==> src/rtl/mips_ctrl_pkg.sv <==
// Shared types and encodings for the multi-cycle MIPS-subset control sequencer.
// Consumed by mips_ctrl_class and mips_multicycle_ctrl.
package mips_ctrl_pkg;

  typedef enum logic [2:0] {
    IDLE,
    FETCH,
    DECODE,
    EXEC,
    MEM,
    WB,
    HALT
  } state_t;

  typedef enum logic [2:0] {
    CLS_RTYPE,
    CLS_ADDI,
    CLS_LW,
    CLS_SW,
    CLS_BEQ,
    CLS_JUMP,
    CLS_ILLEGAL
  } instr_class_t;

  localparam logic [5:0] OPC_RTYPE = 6'h00;
  localparam logic [5:0] OPC_J     = 6'h02;
  localparam logic [5:0] OPC_BEQ   = 6'h04;
  localparam logic [5:0] OPC_ADDI  = 6'h08;
  localparam logic [5:0] OPC_LW    = 6'h23;
  localparam logic [5:0] OPC_SW    = 6'h2B;

  localparam logic [5:0] FN_ADD = 6'h20;
  localparam logic [5:0] FN_SUB = 6'h22;
  localparam logic [5:0] FN_AND = 6'h24;
  localparam logic [5:0] FN_OR  = 6'h25;
  localparam logic [5:0] FN_SLT = 6'h2A;

  localparam logic [3:0] ALU_ADD = 4'b0000;
  localparam logic [3:0] ALU_SUB = 4'b0001;
  localparam logic [3:0] ALU_AND = 4'b0010;
  localparam logic [3:0] ALU_OR  = 4'b0011;
  localparam logic [3:0] ALU_SLT = 4'b0100;

  localparam logic [1:0] PC_SRC_SEQ    = 2'b00;
  localparam logic [1:0] PC_SRC_BRANCH = 2'b01;
  localparam logic [1:0] PC_SRC_JUMP   = 2'b10;

  function automatic logic is_mem_class(input instr_class_t c);
    return (c == CLS_LW) || (c == CLS_SW);
  endfunction

  function automatic logic uses_imm(input instr_class_t c);
    return (c == CLS_ADDI) || (c == CLS_LW) || (c == CLS_SW);
  endfunction

endpackage

==> src/rtl/mips_ctrl_class.sv <==
// Combinational instruction classifier: opcode/funct -> instruction class, ALU op, legality.
module mips_ctrl_class
  import mips_ctrl_pkg::*;
(
  input  logic [5:0]   opcode,
  input  logic [5:0]   funct,
  output instr_class_t cls,
  output logic [3:0]   alu_op,
  output logic         legal
);

  always_comb begin
    cls    = CLS_ILLEGAL;
    alu_op = ALU_ADD;
    legal  = 1'b0;
    case (opcode)
      OPC_RTYPE: begin
        cls   = CLS_RTYPE;
        legal = 1'b1;
        case (funct)
          FN_ADD:  alu_op = ALU_ADD;
          FN_SUB:  alu_op = ALU_SUB;
          FN_AND:  alu_op = ALU_AND;
          FN_OR:   alu_op = ALU_OR;
          FN_SLT:  alu_op = ALU_SLT;
          default: begin
            cls   = CLS_ILLEGAL;
            legal = 1'b0;
          end
        endcase
      end
      OPC_ADDI: begin
        cls   = CLS_ADDI;
        legal = 1'b1;
      end
      OPC_LW: begin
        cls   = CLS_LW;
        legal = 1'b1;
      end
      OPC_SW: begin
        cls   = CLS_SW;
        legal = 1'b1;
      end
      OPC_BEQ: begin
        cls    = CLS_BEQ;
        alu_op = ALU_SUB;
        legal  = 1'b1;
      end
      OPC_J: begin
        cls   = CLS_JUMP;
        legal = 1'b1;
      end
      default: begin
        cls   = CLS_ILLEGAL;
        legal = 1'b0;
      end
    endcase
  end

endmodule

==> src/rtl/mips_multicycle_ctrl.sv <==
// Multi-cycle sequencer for the MIPS-subset core: one datapath phase per state, memory wait states, halt on illegal op.
// Optional feature macro PERF_COUNT_EN adds cyc_cnt/instr_cnt performance counters.
module mips_multicycle_ctrl
  import mips_ctrl_pkg::*;
#(
  parameter int MEM_WAIT_MAX = 15
`ifdef PERF_COUNT_EN
  ,
  parameter int CNT_W = 32
`endif
) (
  input  logic       clk,
  input  logic       rst_n,
  input  logic       run,
  input  logic [5:0] opcode,
  input  logic [5:0] funct,
  input  logic       zero,
  input  logic       mem_ready,
  output logic       mem_req,
  output logic       mem_we,
  output logic       iord,
  output logic       ir_write,
  output logic       pc_write,
  output logic [1:0] pc_src,
  output logic       reg_write,
  output logic       reg_dst,
  output logic       mem_to_reg,
  output logic       alu_src_imm,
  output logic [3:0] alu_op,
  output logic       busy,
  output logic       halted
`ifdef PERF_COUNT_EN
  ,
  output logic [CNT_W-1:0] cyc_cnt,
  output logic [CNT_W-1:0] instr_cnt
`endif
);

  localparam int WAIT_W = (MEM_WAIT_MAX < 2) ? 1 : $clog2(MEM_WAIT_MAX + 1);
  localparam logic [WAIT_W-1:0] WAIT_LIMIT = WAIT_W'(MEM_WAIT_MAX);

  state_t             state;
  state_t             next_state;
  instr_class_t       cls_dec;
  instr_class_t       cls_q;
  logic [3:0]         alu_dec;
  logic [3:0]         alu_q;
  logic               legal_dec;
  logic [WAIT_W-1:0]  wait_cnt;
  logic               mem_phase;
  logic               mem_timeout;
  logic               bound;

  mips_ctrl_class u_class (
    .opcode (opcode),
    .funct  (funct),
    .cls    (cls_dec),
    .alu_op (alu_dec),
    .legal  (legal_dec)
  );

  assign mem_phase   = (state == FETCH) || (state == MEM);
  assign mem_timeout = mem_phase && !mem_ready && (wait_cnt == WAIT_LIMIT);

  always_ff @(posedge clk or negedge rst_n) begin
    if (!rst_n) begin
      state <= IDLE;
    end else begin
      state <= next_state;
    end
  end

  // The IR is only valid from DECODE on, so the class is captured there and reused by later phases.
  always_ff @(posedge clk or negedge rst_n) begin
    if (!rst_n) begin
      cls_q    <= CLS_ILLEGAL;
      alu_q    <= ALU_ADD;
      wait_cnt <= '0;
    end else begin
      if (state == DECODE) begin
        cls_q <= cls_dec;
        alu_q <= alu_dec;
      end
      if (mem_phase && !mem_ready) begin
        wait_cnt <= wait_cnt + WAIT_W'(1);
      end else begin
        wait_cnt <= '0;
      end
    end
  end

  always_comb begin
    next_state = state;
    bound      = 1'b0;
    case (state)
      IDLE: begin
        if (run) next_state = FETCH;
      end
      FETCH: begin
        if (mem_ready)        next_state = DECODE;
        else if (mem_timeout) next_state = HALT;
      end
      DECODE: begin
        if (!legal_dec)                 next_state = HALT;
        else if (cls_dec == CLS_JUMP)   bound      = 1'b1;
        else                            next_state = EXEC;
      end
      EXEC: begin
        if (cls_q == CLS_BEQ)       bound      = 1'b1;
        else if (is_mem_class(cls_q)) next_state = MEM;
        else                        next_state = WB;
      end
      MEM: begin
        if (mem_ready) begin
          if (cls_q == CLS_SW) bound      = 1'b1;
          else                 next_state = WB;
        end else if (mem_timeout) begin
          next_state = HALT;
        end
      end
      WB: begin
        bound = 1'b1;
      end
      HALT: begin
        next_state = HALT;
      end
      default: begin
        next_state = IDLE;
      end
    endcase
    // The instruction boundary costs no cycle: run is sampled here to pick the next fetch or idle.
    if (bound) next_state = run ? FETCH : IDLE;
  end

  always_comb begin
    mem_req     = 1'b0;
    mem_we      = 1'b0;
    iord        = 1'b0;
    ir_write    = 1'b0;
    pc_write    = 1'b0;
    pc_src      = PC_SRC_SEQ;
    reg_write   = 1'b0;
    reg_dst     = 1'b0;
    mem_to_reg  = 1'b0;
    alu_src_imm = 1'b0;
    alu_op      = ALU_ADD;
    busy        = (state != IDLE) && (state != HALT);
    halted      = (state == HALT);
    case (state)
      FETCH: begin
        mem_req  = 1'b1;
        ir_write = mem_ready;
        pc_write = mem_ready;
      end
      DECODE: begin
        if (legal_dec && (cls_dec == CLS_JUMP)) begin
          pc_write = 1'b1;
          pc_src   = PC_SRC_JUMP;
        end
      end
      EXEC: begin
        alu_op      = alu_q;
        alu_src_imm = uses_imm(cls_q);
        if (cls_q == CLS_BEQ) begin
          pc_write = zero;
          pc_src   = PC_SRC_BRANCH;
        end
      end
      MEM: begin
        mem_req = 1'b1;
        iord    = 1'b1;
        mem_we  = (cls_q == CLS_SW);
      end
      WB: begin
        reg_write  = 1'b1;
        reg_dst    = (cls_q == CLS_RTYPE);
        mem_to_reg = (cls_q == CLS_LW);
      end
      default: begin
      end
    endcase
  end

`ifdef PERF_COUNT_EN
  always_ff @(posedge clk or negedge rst_n) begin
    if (!rst_n) begin
      cyc_cnt   <= '0;
      instr_cnt <= '0;
    end else begin
      if (busy)  cyc_cnt   <= cyc_cnt + CNT_W'(1);
      if (bound) instr_cnt <= instr_cnt + CNT_W'(1);
    end
  end
`endif

endmodule
==> config.mk <==
export PLATFORM = sky130hd
export DESIGN_NAME = mips_multicycle_ctrl
export DESIGN_NICKNAME = d
export VERILOG_FILES = /design/src/rtl/mips_ctrl_pkg.sv /design/src/rtl/mips_ctrl_class.sv /design/src/rtl/mips_multicycle_ctrl.sv
export SDC_FILE = /design/constraint.sdc
export NUM_CORES = 1
export LEC_CHECK = 0
export ABC_AREA = 1
export CORE_MARGIN = 2
export CORE_UTILIZATION = 47
export CTS_BUF_LIST = sky130_fd_sc_hd__clkbuf_8
export DETAILED_ROUTE_END_ITERATION = 6
export PLACE_DENSITY = 0.85
export SYNTH_ARGS = -nofsm -noshare
export SYNTH_HDL_FRONTEND = slang
export SYNTH_SLANG_ARGS = --single-unit
==> constraint.sdc <==
create_clock -name clk -period 1.5 [get_ports clk]
set_input_delay 0.3 -clock clk [delete_from_list [all_inputs] [get_ports clk]]
set_output_delay 0.3 -clock clk [all_outputs]
set_load 0.1 [all_outputs]
==> reports/summary.json, run 1 <==
{
  "run_status": {"value": "did not finish"},
  "stop_stage": {"value": "4_1_cts"},
  "error_message": {"value": "[ERROR DPL-0033] detailed placement checks failed during check placement."},
  "ys_ff_latch": {"value": 13},
  "synth_enable_flop_cells": {"value": 0},
  "synth_cell_type_count": {"value": 29},
  "synth_warnings": {"value": 0},
  "hold_buffers": {"value": 0},
  "postSynth.asyncResetShare": {"value": 100, "unit": "%"},
  "yosysTopAreaCell": {"value": "sky130_fd_sc_hd__dfrtp_1"},
  "postCtsSetupRepairBufs": {"value": 15},
  "gpl.final_weighted_congestion": {"value": 0.870},
  "yosysSeqAreaShare": {"value": 31.5, "unit": "%"},
  "floorplan.die.height": {"value": 51.1, "unit": "µm"},
  "netlist_instances": {"value": 154},
  "max-clock-path-buffers": {"value": 2},
  "pre_cts_ws": {"value": -0.594, "unit": "ns"},
  "netlist_top_cells_area": {"value": "sky130_fd_sc_hd__dfrtp_1 26%, sky130_fd_sc_hd__nor2_1 10%, sky130_fd_sc_hd__inv_1 9.4%"},
  "x_dimension_of_the_die": {"value": 51.1, "unit": "µm"},
  "cts_made_buffers": {"value": 3},
  "h_tree_depth_reported_by_cts": {"value": 1},
  "dp_hpwl": {"value": 2.95, "unit": "mm"},
  "num_io_pins": {"value": 34},
  "numPortBuffers": {"value": 32},
  "synth_ff_type": {"value": "sky130_fd_sc_hd__dfrtp_1"},
  "synth.top_cell.area_share": {"value": 26.4, "unit": "%"},
  "mappedNetlistArea": {"value": 0.00104, "unit": "mm²"},
  "cts_sinks": {"value": 13},
  "initial_core_util": {"value": 48.5, "unit": "%"},
  "post-synth-top-count-cell": {"value": "sky130_fd_sc_hd__nor2_1"},
  "synth_commonest_cells": {"value": "28 x sky130_fd_sc_hd__nor2_1, 26 x sky130_fd_sc_hd__inv_1, 24 x sky130_fd_sc_hd__nand2_1"},
  "root_cell_of_the_clock_tree": {"value": "sky130_fd_sc_hd__clkbuf_8"},
  "post_dp_cell_area": {"value": 0.00188, "unit": "mm²"},
  "std_cell_rows": {"value": 17},
  "syn-num-nets": {"value": 172},
  "post_cts_sizing_count": {"value": 72},
  "synth_area_per_cell": {"value": 6.77, "unit": "µm²"}
}
==> logic make-up after synthesis <==
family	Yosys count	synth area share [%]
and+or+nand+nor	92	45.1
buffers and inverters	31	12.2
AOI/OAI and AO/OA	15	8.76
DFF	13	31.5
xor gates and xnor gates	1	0.840
adders and majority gates	1	1.20
other	1	0.360
==> metrics by stage <==
| step | instances | util [%] |
|---|---|---|
| 2_1_floorplan | 154 | - |
| 3_3_place_gp | 239 | 87.7 |
| 3_5_place_dp | 239 | 87.7 |
==> run 2: changes to the inputs <==
--- a/config.mk
+++ b/config.mk
@@ -6,11 +6,10 @@
 export NUM_CORES = 1
 export LEC_CHECK = 0
 export ABC_AREA = 1
-export CORE_MARGIN = 2
-export CORE_UTILIZATION = 47
-export CTS_BUF_LIST = sky130_fd_sc_hd__clkbuf_8
+export CORE_AREA = 2 2 63 65
 export DETAILED_ROUTE_END_ITERATION = 6
-export PLACE_DENSITY = 0.85
+export DIE_AREA = 0 0 65 67
+export PLACE_DENSITY_LB_ADDON = 0.15
 export SYNTH_ARGS = -nofsm -noshare
 export SYNTH_HDL_FRONTEND = slang
 export SYNTH_SLANG_ARGS = --single-unit
==> run 2 against run 1 <==
  * The flow now finishes, with violations (negative setup slack)
  * Synthesized cell count unchanged
  * Area after synthesis did not move
==> reports/summary.json, run 2 <==
{
  "yosysTopAreaCell": {"value": "sky130_fd_sc_hd__dfrtp_1"},
  "finalSetupViolCount": {"value": 15},
  "numPortBuffers": {"value": 32, "change": "unchanged"},
  "vdd.ir_drop.worst": {"value": 0.660, "unit": "mV"},
  "max-clock-path-buffers": {"value": 2, "change": "unchanged"},
  "cp_startpoint_kind": {"value": "flop"},
  "internal_power": {"value": 1730, "unit": "µW"},
  "mappedNetlistArea": {"value": 0.00104, "unit": "mm²", "change": "unchanged"},
  "synth.top_cell.area_share": {"value": 26.4, "unit": "%", "change": "unchanged"},
  "drtIter0Drc": {"value": 21},
  "first_global_vias": {"value": 1298},
  "routed_wirelength": {"value": 3.21, "unit": "mm"},
  "achievable-frequency": {"value": 575, "unit": "MHz"},
  "worstRegToRegCells": {"value": 10},
  "h_tree_depth_reported_by_cts": {"value": 1, "change": "unchanged"},
  "drive_gt1_share": {"value": 64.1, "unit": "%"},
  "crit_chain": {"value": "nor2_4 > nand2_2 > inv_2 > nand3_2 > clkinvlp_4 > buf_12"},
  "rsz0062_at_grt": {"value": "yes"},
  "critical_path.slowest_cell": {"value": "sky130_fd_sc_hd__dfrtp_2"},
  "layout_common_cells": {"value": "40 x sky130_fd_sc_hd__buf_4, 19 x sky130_fd_sc_hd__nand2_1, 18 x sky130_fd_sc_hd__nor2_4"},
  "synth_area_per_cell": {"value": 6.77, "unit": "µm²", "change": "unchanged"},
  "clock_power_share": {"value": 8.7, "unit": "%"},
  "min-delay-path-class": {"value": "input port to asynchronous set/reset pin"},
  "cp_data_arrival_time": {"value": 1.44, "unit": "ns"},
  "design.final.nets": {"value": 253},
  "pwr-share-seq": {"value": 17.3, "unit": "%"},
  "netSwitchingPower": {"value": 1870, "unit": "µW"},
  "num_io_pins": {"value": 34, "change": "unchanged"},
  "grt_pass1_wl": {"value": 5.34, "unit": "mm"},
  "post-route-drc-count": {"value": 0},
  "synth_ff_type": {"value": "sky130_fd_sc_hd__dfrtp_1"},
  "syn-num-nets": {"value": 172, "change": "unchanged"},
  "drv_slew": {"value": 0},
  "cell_family_contributing_the_most_delay_on_the_critical_path": {"value": "flip-flops"},
  "postSynth.asyncResetShare": {"value": 100, "unit": "%", "change": "unchanged"},
  "final_cell_area": {"value": 0.00221, "unit": "mm²"},
  "gpl.final_weighted_congestion": {"value": 0.747, "change": "-14%"},
  "post-synth-top-count-cell": {"value": "sky130_fd_sc_hd__nor2_1"},
  "clock_skew": {"value": 0.00795, "unit": "ns"},
  "cap_violations": {"value": 0},
  "detail_route.wl_per_cell": {"value": 11.4, "unit": "µm"},
  "crit_type": {"value": "flop to output pin"},
  "tritoncts_clock_tree": {"value": "built"},
  "diodes": {"value": 0},
  "grt_remaining_overflow": {"value": 0},
  "design.die.area": {"value": 0.00436, "unit": "mm²"},
  "hold_violations": {"value": 0},
  "floorplan.core_area": {"value": 0.00361, "unit": "mm²"},
  "crit_cells": {"value": 6},
  "drtPass1Iterations": {"value": 4},
  "hold_buffers": {"value": 0, "change": "unchanged"},
  "power.switching_fraction": {"value": 51.9, "unit": "%"},
  "setup_tns": {"value": -2.19, "unit": "ns"},
  "routed-via-count": {"value": 1255},
  "antenna_violating_nets_post_route": {"value": 0},
  "cts_made_buffers": {"value": 3, "change": "unchanged"},
  "largest_register_ffs": {"value": 4},
  "failed_checks": {"value": "negative setup slack"},
  "synth_commonest_cells": {"value": "28 x sky130_fd_sc_hd__nor2_1, 26 x sky130_fd_sc_hd__inv_1, 24 x sky130_fd_sc_hd__nand2_1"},
  "grt_max_degree": {"value": 14},
  "cp-startpoint": {"value": "state[0]$_DFFE_PN0P_"},
  "dp_hpwl": {"value": 2.33, "unit": "mm", "change": "-21%"},
  "netlist_top_cells_area": {"value": "sky130_fd_sc_hd__dfrtp_1 26%, sky130_fd_sc_hd__nor2_1 10%, sky130_fd_sc_hd__inv_1 9.4%"},
  "finalWorstPathRequiredPeriod": {"value": 1.74, "unit": "ns"},
  "maximum_single_stage_delay_on_the_critical_path": {"value": 0.46, "unit": "ns"},
  "mean_number_of_vias_per_cell": {"value": 4.45},
  "critical_path.endpoint": {"value": "pc_src[1]"},
  "global_route.usage.total": {"value": 16.4, "unit": "%"},
  "run_status": {"value": "complete, but fails checks"},
  "grt_antenna_before_repair": {"value": 0},
  "ys_ff_latch": {"value": 13, "change": "unchanged"},
  "worst_r2r_startpoint": {"value": "state[0]$_DFFE_PN0P_"},
  "power_leakage": {"value": 0.00101, "unit": "µW"},
  "top_register": {"value": "wait_cnt"},
  "clk_latency": {"value": 0.25, "unit": "ns"},
  "x_dimension_of_the_die": {"value": 65, "unit": "µm", "change": "+27%"},
  "post_dp_cell_area": {"value": 0.00192, "unit": "mm²", "change": "+2.1%"},
  "area_delta_synth_final": {"value": 112, "unit": "%"},
  "worst_slack": {"value": -0.238, "unit": "ns"},
  "root_cell_of_the_clock_tree": {"value": "sky130_fd_sc_hd__clkbuf_8"},
  "synth_warnings": {"value": 0, "change": "unchanged"},
  "timing.rr.end": {"value": "state[0]$_DFFE_PN0P_"},
  "critical_path_peak_fanout": {"value": 4},
  "synth_enable_flop_cells": {"value": 0, "change": "unchanged"},
  "netlist_instances": {"value": 154, "change": "unchanged"},
  "reg2reg_setup_slack": {"value": 0.07, "unit": "ns"},
  "std_cell_rows": {"value": 22, "change": "+5"},
  "mostFrequentLayoutCell": {"value": "sky130_fd_sc_hd__buf_4"},
  "pwr-share-comb": {"value": 74.0, "unit": "%"},
  "yosysSeqAreaShare": {"value": 31.5, "unit": "%", "change": "unchanged"},
  "floorplan.die.height": {"value": 67, "unit": "µm", "change": "+31%"},
  "path_clk_slew": {"value": 0.06, "unit": "ns"},
  "cp_data_required_time": {"value": 1.20, "unit": "ns"},
  "power_per_cell_area": {"value": 1630, "unit": "mW/mm²"},
  "critical_path.endpoint_type": {"value": "output pin"},
  "initial_core_util": {"value": 28.9, "unit": "%", "change": "-20 points"},
  "worstPathBufferInverterCount": {"value": 3},
  "synth_cell_type_count": {"value": 29, "change": "unchanged"},
  "cts_sinks": {"value": 13, "change": "unchanged"},
  "layout_worst_path_cycle_share": {"value": 116, "unit": "%"}
}
## run 2: timing repair
action,4_1_cts,5_1_grt
setup buffers,16,5
pin swaps,22,14
endpoints found under the setup margin,17,20
gates resized for setup,80,20
cloned,0,0
## run 2: cell families after synthesis
kind of cell               Yosys count  synth area share [%]
AOI/OAI and AO/OA                   15                  8.76
buffers and inverters               31                  12.2
DFF                                 13                  31.5
and+or+nand+nor                     92                  45.1
other                                1                 0.360
xor gates and xnor gates             1                 0.840
adders and majority gates            1                  1.20
## run 2: worst min path at each step
stage | to | slack [ns] | depth (start not counted)
floorplan | alu_q[0]$_DFFE_PN0P_ | 0.004 | 0
global placement | wait_cnt[0]$_DFF_PN0_ | 0.44 | 1
detailed placement | wait_cnt[0]$_DFF_PN0_ | 0.46 | 1
CTS | wait_cnt[1]$_DFF_PN0_ | 0.35 | 2
global route | wait_cnt[1]$_DFF_PN0_ | 0.38 | 2
finish | wait_cnt[1]$_DFF_PN0_ | 0.35 | 2
## run 2: routing by layer
layer	vias to the layer above	global-route usage [%]	share of wire, %
li1	647	-	-
met1	560	15.5	34
met2	37	32.9	57
met3	11	1.69	3.8
met4	0	11.2	4.5
met5	-	0	0
## run 2: area by class of cell
type                    instances  area (µm²)
fillers                       328        1390
flip-flops and latches         13         330
well taps                      48        60.1
clock inverters                 1        5.00
multi-input cells             110         837
repair buffers                 78         813
inverters                      29         125
clock buffers                   3        41.3
## run 2: metrics by stage
stage	std cells	total power, µW	hold slack (ns)	setup slack (ns)	util [%]
2_1_floorplan	154	2160	0.00441	-1.09	-
3_3_place_gp	261	2960	0.441	-0.555	53.3
3_5_place_dp	261	3000	0.464	-0.588	53.3
4_1_cts	281	3520	0.351	-0.245	59.6
5_1_grt	282	3800	0.382	-0.283	61.3
6_report	282	3600	0.347	-0.238	61.3
## run 2: worst reg2reg max path, delay by kind of cell, from the launching register on
kind / cells / cell delay (ns)
flops: 1 / 0.44
compound gates: 1 / 0.17
simple gates: 6 / 0.42
buf+inv: 3 / 0.33
## run 2: power groups by stage
stage	logic [µW]	registers, µW	clock network [µW]
after floorplan	1520	643	0
after global placement	2360	598	0
after detailed placement	2390	604	0
after CTS	2580	618	322
after global routing	2820	640	341
final	2670	624	313
(Power assumes the default switching activity.)
